===== src/rtl/pipeline_ctrl_pkg.sv =====
// pipeline_ctrl_pkg
//   Shared constants and types for the pipeline control unit: stall vector
//   encodings, committed exception codes, reset polarity and FSM states.
package pipeline_ctrl_pkg;

  localparam logic RstEnable = 1'b1;

  // stall bit order: [0]=PC [1]=IF [2]=ID [3]=EX [4]=MEM [5]=WB, 1 = hold
  localparam logic [5:0] StallNone = 6'b000000;
  localparam logic [5:0] StallId   = 6'b000111;
  localparam logic [5:0] StallEx   = 6'b001111;
  localparam logic [5:0] StallMem  = 6'b011111;

  localparam logic [31:0] ExcNone    = 32'h0000_0000;
  localparam logic [31:0] ExcInt     = 32'h0000_0001;
  localparam logic [31:0] ExcSyscall = 32'h0000_0008;
  localparam logic [31:0] ExcInvInst = 32'h0000_000a;
  localparam logic [31:0] ExcOv      = 32'h0000_000c;
  localparam logic [31:0] ExcTrap    = 32'h0000_000d;
  localparam logic [31:0] ExcEret    = 32'h0000_000e;

  typedef enum logic [1:0] {
    RUN   = 2'd0,
    STALL = 2'd1,
    FLUSH = 2'd2
  } state_t;

endpackage


===== src/rtl/pipeline_ctrl_if.sv =====
// pipeline_ctrl_if
//   Bundle between the pipeline stages (master) and the control unit (slave).
//   Requests are level signals: a requester holds stallreq_* / excepttype_i
//   until the condition is resolved; the control unit answers in the same
//   cycle through stall/flush/new_pc and never latches a request.
//   master: drives stallreq_from_id/ex/mem, excepttype_i, cp0_epc_i
//   slave : drives stall, flush, new_pc, stall_timeout, stall_cycles
interface pipeline_ctrl_if;
  logic        stallreq_from_id;
  logic        stallreq_from_ex;
  logic        stallreq_from_mem;
  logic [31:0] excepttype_i;
  logic [31:0] cp0_epc_i;
  logic [5:0]  stall;
  logic        flush;
  logic [31:0] new_pc;
  logic        stall_timeout;
  logic [31:0] stall_cycles;

  modport master (
    output stallreq_from_id, stallreq_from_ex, stallreq_from_mem,
    output excepttype_i, cp0_epc_i,
    input  stall, flush, new_pc, stall_timeout, stall_cycles
  );

  modport slave (
    input  stallreq_from_id, stallreq_from_ex, stallreq_from_mem,
    input  excepttype_i, cp0_epc_i,
    output stall, flush, new_pc, stall_timeout, stall_cycles
  );
endinterface


===== src/rtl/pipeline_ctrl_stall_watchdog.sv =====
// stall_watchdog
//   Counts stall activity.
//   clk, rst       : core clock, synchronous active-high reset
//   stalled        : 1 when any stall bit is set this cycle
//   stall_timeout  : sticky, set once TIMEOUT consecutive stalled cycles occur
//   stall_cycles   : free-running count of stalled cycles (wraps)
module stall_watchdog
  import pipeline_ctrl_pkg::*;
#(
  parameter logic [15:0] TIMEOUT = 16'd1024
) (
  input  logic        clk,
  input  logic        rst,
  input  logic        stalled,
  output logic        stall_timeout,
  output logic [31:0] stall_cycles
);

  logic [15:0] stall_run;
  logic [15:0] run_nxt;

  // saturating increment of the consecutive-stall run length
  assign run_nxt = (stall_run == 16'hFFFF) ? stall_run : stall_run + 16'd1;

  always_ff @(posedge clk) begin
    if (rst == RstEnable) begin
      stall_run     <= '0;
      stall_timeout <= 1'b0;
      stall_cycles  <= '0;
    end else if (stalled) begin
      stall_run    <= run_nxt;
      stall_cycles <= stall_cycles + 32'd1;
      // flag rises on the same edge the run length reaches the limit
      if (run_nxt == TIMEOUT) stall_timeout <= 1'b1;
    end else begin
      stall_run <= '0;
    end
  end

endmodule


===== src/rtl/pipeline_ctrl.sv =====
// pipeline_ctrl
//   Merges ID/EX/MEM stall requests into the 6-bit stall vector and turns a
//   committed exception into a one-cycle flush with a redirect target.
//   clk, rst  : core clock, synchronous active-high reset
//   bus       : pipeline_ctrl_if.slave (requests in, stall/flush/new_pc and
//               watchdog status out)
//   dbg_state : current FSM state
module pipeline_ctrl
  import pipeline_ctrl_pkg::*;
#(
  parameter logic [31:0] EXC_VECTOR    = 32'h0000_0020,
  parameter logic [15:0] STALL_TIMEOUT = 16'd1024
) (
  input  logic                 clk,
  input  logic                 rst,
  pipeline_ctrl_if.slave       bus,
  output state_t               dbg_state
);

  state_t      state;
  state_t      state_nxt;
  logic [5:0]  stall_c;
  logic        flush_c;
  logic [31:0] new_pc_c;

  // Outputs are combinational so pc_reg and the stage registers act on them
  // at the same edge. Priority: exception > MEM > EX > ID.
  always_comb begin
    stall_c   = StallNone;
    flush_c   = 1'b0;
    new_pc_c  = '0;
    state_nxt = RUN;
    if (rst == RstEnable) begin
      state_nxt = RUN;
    end else if (state == FLUSH) begin
      // the flush cycle ignores every request; a held exception is retaken next
      state_nxt = RUN;
    end else if (bus.excepttype_i != ExcNone) begin
      flush_c   = 1'b1;
      new_pc_c  = (bus.excepttype_i == ExcEret) ? bus.cp0_epc_i : EXC_VECTOR;
      state_nxt = FLUSH;
    end else begin
      if (bus.stallreq_from_mem)     stall_c = StallMem;
      else if (bus.stallreq_from_ex) stall_c = StallEx;
      else if (bus.stallreq_from_id) stall_c = StallId;
      state_nxt = (stall_c != StallNone) ? STALL : RUN;
    end
  end

  always_ff @(posedge clk) begin
    if (rst == RstEnable) state <= RUN;
    else                  state <= state_nxt;
  end

  assign bus.stall  = stall_c;
  assign bus.flush  = flush_c;
  assign bus.new_pc = new_pc_c;
  assign dbg_state  = state;

  stall_watchdog #(
    .TIMEOUT (STALL_TIMEOUT)
  ) u_watchdog (
    .clk           (clk),
    .rst           (rst),
    .stalled       (|stall_c),
    .stall_timeout (bus.stall_timeout),
    .stall_cycles  (bus.stall_cycles)
  );

endmodule

===== src/flat_wrapper.sv =====
// flat-port wrapper written by rule: the top's interface ports become plain ports
module pipeline_ctrl_flat import pipeline_ctrl_pkg::*;
#(
  parameter logic [31:0] EXC_VECTOR    = 32'h0000_0020,
  parameter logic [15:0] STALL_TIMEOUT = 16'd1024
)
  (clk, rst, dbg_state, bus_stallreq_from_id, bus_stallreq_from_ex, bus_stallreq_from_mem, bus_excepttype_i, bus_cp0_epc_i, bus_stall, bus_flush, bus_new_pc, bus_stall_timeout, bus_stall_cycles);
  pipeline_ctrl_if bus_i ();
  input  logic clk;
  input  logic rst;
  output state_t dbg_state;
  input wire logic [$bits(bus_i.stallreq_from_id)-1:0] bus_stallreq_from_id;
  input wire logic [$bits(bus_i.stallreq_from_ex)-1:0] bus_stallreq_from_ex;
  input wire logic [$bits(bus_i.stallreq_from_mem)-1:0] bus_stallreq_from_mem;
  input wire logic [$bits(bus_i.excepttype_i)-1:0] bus_excepttype_i;
  input wire logic [$bits(bus_i.cp0_epc_i)-1:0] bus_cp0_epc_i;
  output wire logic [$bits(bus_i.stall)-1:0] bus_stall;
  output wire logic [$bits(bus_i.flush)-1:0] bus_flush;
  output wire logic [$bits(bus_i.new_pc)-1:0] bus_new_pc;
  output wire logic [$bits(bus_i.stall_timeout)-1:0] bus_stall_timeout;
  output wire logic [$bits(bus_i.stall_cycles)-1:0] bus_stall_cycles;
  assign bus_i.stallreq_from_id = bus_stallreq_from_id;
  assign bus_i.stallreq_from_ex = bus_stallreq_from_ex;
  assign bus_i.stallreq_from_mem = bus_stallreq_from_mem;
  assign bus_i.excepttype_i = bus_excepttype_i;
  assign bus_i.cp0_epc_i = bus_cp0_epc_i;
  assign bus_stall = bus_i.stall;
  assign bus_flush = bus_i.flush;
  assign bus_new_pc = bus_i.new_pc;
  assign bus_stall_timeout = bus_i.stall_timeout;
  assign bus_stall_cycles = bus_i.stall_cycles;
  pipeline_ctrl #(.EXC_VECTOR(EXC_VECTOR), .STALL_TIMEOUT(STALL_TIMEOUT)) u_core (.clk(clk), .rst(rst), .bus(bus_i), .dbg_state(dbg_state));
endmodule

===== config.mk =====
export PLATFORM = sky130hd
export DESIGN_NAME = pipeline_ctrl_flat
export DESIGN_NICKNAME = d
export VERILOG_FILES = /design/src/rtl/pipeline_ctrl_pkg.sv /design/src/rtl/pipeline_ctrl_if.sv /design/src/rtl/pipeline_ctrl_stall_watchdog.sv /design/src/rtl/pipeline_ctrl.sv /design/src/flat_wrapper.sv
export SDC_FILE = /design/constraint.sdc
export NUM_CORES = 1
export LEC_CHECK = 0
export ABC_AREA = 0
export BUFFER_PORTS_ARGS = -buffer_cell sky130_fd_sc_hd__buf_2
export CORE_ASPECT_RATIO = 1.5
export CORE_UTILIZATION = 50
export DETAILED_ROUTE_END_ITERATION = 12
export PLACE_DENSITY = 0.86
export SETUP_SLACK_MARGIN = 0.4
export SYNTH_ARGS = -nofsm -noshare
export SYNTH_HDL_FRONTEND = slang
export SYNTH_SLANG_ARGS = --single-unit
export TNS_END_PERCENT = 10

===== constraint.sdc =====
create_clock -name clk -period 4.63 [get_ports clk]
set_input_delay 0.463 -clock clk [delete_from_list [all_inputs] [get_ports clk]]
set_output_delay 0.463 -clock clk [all_outputs]
set_load 0.01 [all_outputs]

==> reports/qor.yml, run 1 <==
status: "finished, final reports clean"
initial_core_util: 0.5197
pwr-share-clk: 0.337
crit_path_start: "bus_excepttype_i[16]"
numCtsBuffers: 5
grt_pass1_vias: 2563
timing_hold_violations_final: 0
cpMostUsedCell: "buf_2"
cts_tree: "yes"
regArea_um2: 1021
yosys_warnings: 0
cts_resized: 0
synth_cells: 346
clock_path_buffers: 2
drtAntennaViolNets: 0
synthAdderAreaFrac: 0.008768
avgViaCountPerCell: 5.451
setup_viol: 0
die-area_um2: 6020
area_growth_pct: 28.15
seq_power_share: 0.600
die_w_um: 63.69
postSynth.asyncResetShare: 0
whs_ns: 0.4687
path_clk_slew_ns: 0.08
sw_frac_of_total: 0.2216
cts_hold_buf: 0
core_um2: 5492
cp_slowest_stage_delay_ns: 1.00
path_buf_inv: 2
end_kind: "output pin"
grt_max_degree: 37
tns_ns: 0
synth_top_family_by_area: "simple AND/OR/NAND/NOR gates"
grt_pass1_wl_um: 11560
hold_start: "bus_excepttype_i[2]"
wl_um: 7676
cts.sinks: 51
drt_iter0_markers: 157
hp-class: "in -> reg"
fill_cells: 440
via_count: 2976
yosys_register_bits: 51
io_buffers: 141
final-max-slew-violation-count: 0
post-dp-hpwl_um: 5788
layout_common_cells: "buf_2, dfxtp_1, nor2_1"
rsz0062_at_grt: "false"
skew_ns: 0.01294
slowest_stage: "nor3_2"
avgSynthCellArea_um2: 8.249
worstSetupPathType: "in -> out"
layout-drive-gt1-share: 0.3403
final_common_cell: "buf_2"
antenna_cells: 0
clock_latency_ns: 0.31
antenna_found_initial: 0
min_period_ns: 3.355
synth_cell_types: 46
h-tree-depth: 2
rows: 33
cts_root_buf: "clkbuf_8"
netlist_area_um2: 2854
vdd_drop_max_v: 0.0002201
ys_seq_area_frac: 0.3577
synth_ff_type: "dfxtp_1"
layout.cells.non_filler: 546
powerDensity_nw_per_um2: 200.1
synth_xor_area_frac: 0.1197
final.period_utilization: 0.7246
grt.total_usage: 0.2404
synth_nets: 417
cp_cell_sequence: "buf_2 -> nor4_1 -> nand4_1 -> or2_2 -> nor3_2 -> and2_1 -> buf_2"
post-route-drc-count: 0
crit_arrival_ns: 2.89
slew_headroom: 0.1495
gp_congestion: 0.8875
synth_compound_area_frac: 0.06576
post-cts-setup-buffer-count: 0
dp_cells: 538
synthMuxAreaShare: 0.01797
crit_required_ns: 4.17
timing.rr.start: "u_core.u_watchdog.stall_cycles[0]$_SDFFE_PP0P_"
intPower_mw: 0.5696
max_cap_viol_count: 0
firstDrtPassIters: 4
io_pins: 143
finish.instance_area_um2: 3657
multi_input_area_um2: 1750
cp-start-kind: "input port"
worst_slew_pin_slew_ns: 1.269
num-nets-final: 546
combPwrFrac: 0.062
place_area_um2: 3576
grt_overflow: 0
switchingPower_mw: 0.1622
p_leak_nw: 1.744
critPathTopFamily: "simple AND/OR/NAND/NOR gates"
timing.fmax_mhz: 298.1
synth-simple-area-share: 0.3937
synth_edf_count: 0
cp_max_fo: 31
wire_per_inst_um: 14.06
die-height_um: 94.53
-- worst paths after layout --
path                                                                        end  cells past startpoint  slack (ns)
worst max-delay path                                              bus_new_pc[3]                      7        1.27
worst min-delay path                             u_core.dbg_state[1]$_SDFF_PP0_                      3        0.47
worst max register to register  u_core.u_watchdog.stall_cycles[30]$_SDFFE_PP0P_                      7        2.06
worst min register to register     u_core.u_watchdog.stall_timeout$_SDFFE_PP0P_                      2        0.48
-- power by group through the flow --
stage / Combinational (mW) / Clock (mW) / Sequential, mW
3_3_place_gp: 0.0440 / 0 / 0.449
3_5_place_dp: 0.0451 / 0 / 0.449
2_1_floorplan: 0.0116 / 0 / 0.450
4_1_cts: 0.0453 / 0.253 / 0.439
6_report: 0.0457 / 0.247 / 0.439
5_1_grt: 0.0495 / 0.266 / 0.439
-- through the flow --
stage | worst slack [ns] | utilization | total power, mW
after floorplan | 2.160 | - | 0.4613
after global placement | 1.480 | 0.6512 | 0.4935
after detailed placement | 1.314 | 0.6512 | 0.4946
after CTS | 1.317 | 0.6660 | 0.7371
after global routing | 1.059 | 0.6660 | 0.7551
final | 1.275 | 0.6660 | 0.7317
-- sequential cells by signal, summed over array words and instances (netlist names) --
signal	count
u_core.u_watchdog.stall_cycles	32
u_core.dbg_state	2
u_core.u_watchdog.stall_run	16
u_core.u_watchdog.stall_timeout	1
-- final cells by class --
class	instances	area share
clock inverter	1	0.001368
timing repair buffer	141	0.1930
sequential	51	0.2792
inverter	3	0.003079
multi-input combinational	273	0.4786
clock buffer	7	0.02087
tap	70	0.02395
-- worst register-to-register path, delay by kind of cell, from the launching register on --
family                   cells  cell delay [ns]
XOR/XNOR                     1             0.17
flip-flops                   1             0.41
AO/OA/AOI/OAI                1             0.22
adder cells (fa/ha/maj)      1             0.21
AND/OR/NAND/NOR              4             1.42
-- cell usage after synthesis, drive strengths merged (4+ instances only) --
master	count	share of area
xnor2	9	0.028
nand3	28	0.051
nand4	17	0.039
and2	39	0.085
nor3	10	0.019
o21ai	6	0.011
and3	13	0.030
and4	8	0.025
clkbuf	11	0.014
dfxtp	51	0.36
xor2	30	0.092
a21oi	10	0.018
nand2	14	0.018
mux2i	4	0.014
nor2	45	0.059
buf	8	0.017
nor4	7	0.022
-- metal layers --
layer,global-route usage,share of wire,vias up,routed length (um)
li1,-,-,1452,-
met5,0,0,-,0
met4,0.09091,0.018,0,138
met1,0.3014,0.44,1403,3353
met2,0.4096,0.49,109,3793
met3,0.03865,0.051,12,390
-- cell families (layout without fill, tap and decap cells) --
logic type | Yosys count | in the layout
adders and majority gates | 2 | 2
other | 1 | 1
xor gates and xnor gates | 39 | 39
muxes | 5 | 5
and+or+nand+nor | 198 | 198
DFF | 51 | 51
buffers and inverters | 22 | 152
AOI/OAI and AO/OA | 28 | 28
Note: power is estimated with default switching activity, not from simulation.
==> run 2: changes to the inputs <==
CORE_UTILIZATION = 46   (was 50)
PLACE_DENSITY = 0.8   (was 0.86)
clock period = 3.3 ns   (was 4.63 ns; I/O delays follow)
==> run 2 against run 1 <==
First-iteration DRC count shrank 17%. Critical path depth is the same. Cell area grew 1.3%. Worst hold slack lost 0.12 ns. Register-to-register slack lost 1.2 ns. Die area grew 8.5%. Cell count grew 1.5%. Count of clock-buffer cells in the layout is the same. Sequential share of layout area shrank 0.36 points. Routed wire length shrank 0.94%. Via count shrank 1.1%. Clock skew shrank 0.0070 ns. Highest routed layer unchanged.
==> reports/qor.yml, run 2 (same netlist as run 1, synthesis figures left out) <==
wl_um: 7604
core_um2: 5871
p_leak_nw: 1.777
rsz0062_at_grt: "false"
rows: 34
grt_max_degree: 36
layout.cells.non_filler: 554
sw_frac_of_total: 0.2209
gp_congestion: 0.9398
grtUsageMet2: 0.3870
post-dp-hpwl_um: 5950
firstDrtPassIters: 4
num-nets-final: 552
cts_resized: 0
path_buf_inv: 0
dp_cells: 546
die_w_um: 66.32
grtUsageMet3: 0.04745
whs_ns: 0.3467
antenna_cells: 0
antenna_found_initial: 0
hp-class: "in -> reg"
cts_hold_buf: 0
worst_slew_pin_slew_ns: 0.5267
initial_core_util: 0.4861
crit_required_ns: 3.52
powerDensity_nw_per_um2: 277.1
clock_latency_ns: 0.30
busiest_layer: "met2"
cts_root_buf: "clkbuf_8"
grt_pass1_vias: 2669
cp_slowest_stage_delay_ns: 0.53
dp_worst_setup_slack_ns: 0.7071
io_pins: 143
die-height_um: 98.47
grt_overflow: 0
intPower_mw: 0.7998
seq_power_share: 0.600
h-tree-depth: 2
cp-start-kind: "flip-flop"
cp_max_fo: 9
setup_viol: 0
cts_tree: "yes"
final_common_cell: "buf_2"
status: "finished, final reports clean"
io_buffers: 141
layout_setup_ws_ns: 0.8981
via_count: 2944
cts.sinks: 51
numCtsBuffers: 5
clock_path_buffers: 2
max_cap_viol_count: 0
skew_ns: 0.005978
cp_cell_sequence: "ha_1 -> and4_1 -> and3_1 -> mux2i_1 -> nand3_1 -> or4_1 -> o32ai_2"
grt_pass1_wl_um: 11960
vdd_drop_max_v: 0.0002521
final-max-slew-violation-count: 0
critPathTopFamily: "simple AND/OR/NAND/NOR gates"
power_mw: 1.027
timing_hold_violations_final: 0
slew_headroom: 0.6489
tns_ns: 0
end_kind: "flip-flop"
slowest_stage: "or4_1"
fill_cells: 535
met1_usage: 0.2795
post-route-drc-count: 0
switchingPower_mw: 0.2268
wire_per_inst_um: 13.73
worstSetupPathType: "reg -> reg"
post-cts-setup-buffer-count: 0
drt_iter0_markers: 131
min_period_ns: 2.402
drtAntennaViolNets: 0
avgViaCountPerCell: 5.314
timing.fmax_mhz: 416.3
combPwrFrac: 0.062
grt.total_usage: 0.2307
path_clk_slew_ns: 0.08
die-area_um2: 6530
pwr-share-clk: 0.338
final.period_utilization: 0.7278
crit_arrival_ns: 2.62
largest_reg_flops: 32
layout_common_cells: "buf_2, dfxtp_1, nor2_1"
layout-drive-gt1-share: 0.3485
area_growth_pct: 29.81
top_register: "u_core.u_watchdog.stall_cycles"
-- run 2: layer usage --
metal  vias up  share of wire
met5         -              0
met3        16          0.056
met1      1351           0.42
li1       1469              -
met2       108           0.50
met4         0          0.024
-- run 2: stage by stage --
stage	area (um^2)	utilization
6_report	3705	0.6311
5_1_grt	3705	0.6311
4_1_cts	3705	0.6311
3_5_place_dp	3623	0.6172
3_3_place_gp	3623	0.6172
2_1_floorplan	2854	-
-- run 2: final cells by class --
| class | instances | area [um^2] | share of cell area |
|---|---|---|---|
| Multi-Input combinational cell | 273 | 1750 | 0.4725 |
| Sequential cell | 51 | 1021 | 0.2756 |
| Timing Repair Buffer | 147 | 750.7 | 0.2026 |
| Tap cell | 72 | 90.09 | 0.02432 |
| Clock buffer | 7 | 76.32 | 0.02060 |
| Inverter | 3 | 11.26 | 0.003040 |
| Clock inverter | 1 | 5.005 | 0.001351 |
-- run 2: final timing paths --
path	start	end	slack, ns	cells after the start
worst max-delay path	u_core.u_watchdog.stall_run[0]$_SDFF_PP0_	u_core.u_watchdog.stall_timeout$_SDFFE_PP0P_	0.90	7
worst min-delay path	bus_excepttype_i[1]	u_core.dbg_state[1]$_SDFF_PP0_	0.35	3
worst max register to register	u_core.u_watchdog.stall_run[0]$_SDFF_PP0_	u_core.u_watchdog.stall_timeout$_SDFFE_PP0P_	0.90	7
worst min register to register	u_core.u_watchdog.stall_timeout$_SDFFE_PP0P_	u_core.u_watchdog.stall_timeout$_SDFFE_PP0P_	0.49	2
-- run 2: power by group through the flow --
| stage | clock network, mW | registers, mW | logic [mW] |
|---|---|---|---|
| 2_1_floorplan | 0 | 0.631 | 0.0162 |
| 3_3_place_gp | 0 | 0.631 | 0.0621 |
| 3_5_place_dp | 0 | 0.631 | 0.0640 |
| 4_1_cts | 0.357 | 0.616 | 0.0642 |
| 5_1_grt | 0.375 | 0.616 | 0.0698 |
| 6_report | 0.347 | 0.616 | 0.0639 |
-- run 2: worst register-to-register path, cell delays in order (launching register included) --
cell and delay [ns]:
dfxtp_1 0.42, ha_1 0.36, and4_1 0.28, and3_1 0.18, mux2i_1 0.25, nand3_1 0.11, or4_1 0.53, o32ai_2 0.19
==> run 3: changes to the inputs <==
clock period = 2.4 ns   (was 3.3 ns; I/O delays follow)
==> run 3 against run 2 <==
Maximum frequency increased by 15%. Cell count increased by 6.1%. Utilization increased by 9.5 points. Register-to-register slack got worse by 0.59 ns. Clock power increased by 80%. Sequential power increased by 37%. Via count increased by 10%. Non-clock buffer count increased by 34. Critical path depth unchanged. Combinational power increased by 61%. Sequential cell count unchanged. Worst hold slack got worse by 0.11 ns. Highest routed layer unchanged.
==> reports/qor.yml, run 3 (same netlist as run 1, synthesis figures left out) <==
drtAntennaViolNets: 0
skew_ns: 0.004723
antenna_cells: 0
place_area_um2: 3716
grt.total_usage: 0.2715
intPower_mw: 1.234
regArea_um2: 1049
top_register: "u_core.u_watchdog.stall_cycles"
finish.instance_area_um2: 4263
final_core_util: 0.7261
num-nets-final: 586
min_period_ns: 2.097
timing_hold_violations_final: 0
end_kind: "flip-flop"
grt_pass1_wl_um: 14030
layout-drive-gt1-share: 0.4651
die_w_um: 66.32
hp-class: "in -> reg"
multi_input_area_um2: 1898
antenna_found_initial: 0
final.period_utilization: 0.8736
post-dp-hpwl_um: 6255
gp_congestion: 0.9324
rows: 34
drt_iter0_markers: 212
vdd_drop_max_v: 0.0002924
path_clk_slew_ns: 0.09
core_um2: 5871
final-max-slew-violation-count: 0
clock_path_buffers: 2
numCtsBuffers: 5
power_mw: 1.574
timing.fmax_mhz: 476.9
cp_max_fo: 4
clock_latency_ns: 0.30
cts.sinks: 51
grt_max_degree: 34
switchingPower_mw: 0.3402
tns_ns: 0
worstSetupPathType: "reg -> reg"
firstDrtPassIters: 4
final_common_cell: "buf_2"
post-route-drc-count: 0
cts_tree: "yes"
crit_arrival_ns: 2.32
area_growth_pct: 49.36
crit_required_ns: 2.62
status: "finished, final reports clean"
via_count: 3250
die-area_um2: 6530
grt_pass1_vias: 3068
cp-start-kind: "flip-flop"
fill_cells: 432
io_buffers: 141
cts_root_buf: "clkbuf_8"
pwr-share-clk: 0.398
avgViaCountPerCell: 5.527
largest_reg_flops: 32
max_cap_viol_count: 0
powerDensity_nw_per_um2: 369.2
layout_common_cells: "buf_2, nor2_1, and2_1"
h-tree-depth: 2
initial_core_util: 0.4861
rsz0062_at_grt: "true"
cts_hold_buf: 0
whs_ns: 0.2347
wl_um: 9595
seq_power_share: 0.536
p_leak_nw: 2.051
combPwrFrac: 0.066
grt_overflow: 0
setup_viol: 0
die-height_um: 98.47
wire_per_inst_um: 16.32
io_pins: 143
sw_frac_of_total: 0.2161
run 3: area by class of cell:
type	instances	share of cell area
multi-input cells	273	0.4453
repair buffers	181	0.2557
clock buffers	6	0.01937
inverters	3	0.004403
well taps	72	0.02113
clock inverters	2	0.008218
flip-flops and latches	51	0.2460
run 3: worst max-delay path, cell delays in order (launching register included):
cell and delay (ns):
dfxtp_4 0.39, ha_4 0.14, and4_4 0.22, and3_4 0.18, mux2i_2 0.24, nand3_1 0.12, or4_4 0.53, o32ai_2 0.20
run 3: per-layer routing:
metal | up-vias | track usage | share of wire
met5 | - | 0 | 0
met4 | 0 | 0.1031 | 0.026
met3 | 25 | 0.03819 | 0.061
met2 | 144 | 0.4780 | 0.53
met1 | 1547 | 0.3253 | 0.39
li1 | 1534 | - | -
run 3: final timing paths:
check	start	to	slack, ns	cells past startpoint
worst max-delay path	u_core.u_watchdog.stall_run[0]$_SDFF_PP0_	u_core.u_watchdog.stall_timeout$_SDFFE_PP0P_	0.30	7
worst max register to register	u_core.u_watchdog.stall_run[0]$_SDFF_PP0_	u_core.u_watchdog.stall_timeout$_SDFFE_PP0P_	0.30	7
worst min register to register	u_core.u_watchdog.stall_timeout$_SDFFE_PP0P_	u_core.u_watchdog.stall_timeout$_SDFFE_PP0P_	0.49	2
worst min-delay path	bus_excepttype_i[2]	u_core.dbg_state[1]$_SDFF_PP0_	0.23	3
run 3: repair_timing:
action	CTS	global route
endpoints found under the setup margin	35	58
gates cloned	2	4
pin swaps	6	7
buffers inserted	17	5
resized for setup	37	25
run 3: power groups by stage:
stage               Combinational (mW)  Clock [mW]  Sequential (mW)
CTS                             0.0980       0.631            0.844
finish                           0.103       0.626            0.844
global placement                0.0918           0            0.867
detailed placement              0.0940           0            0.867
floorplan                       0.0236           0            0.868
global route                     0.111       0.672            0.845
run 3: through the flow:
step	std cells	setup WS (ns)
5_1_grt	588	0.2389
4_1_cts	579	0.3522
3_3_place_gp	552	0.2748
6_report	588	0.3033
2_1_floorplan	346	0.3634
3_5_place_dp	552	0.2179
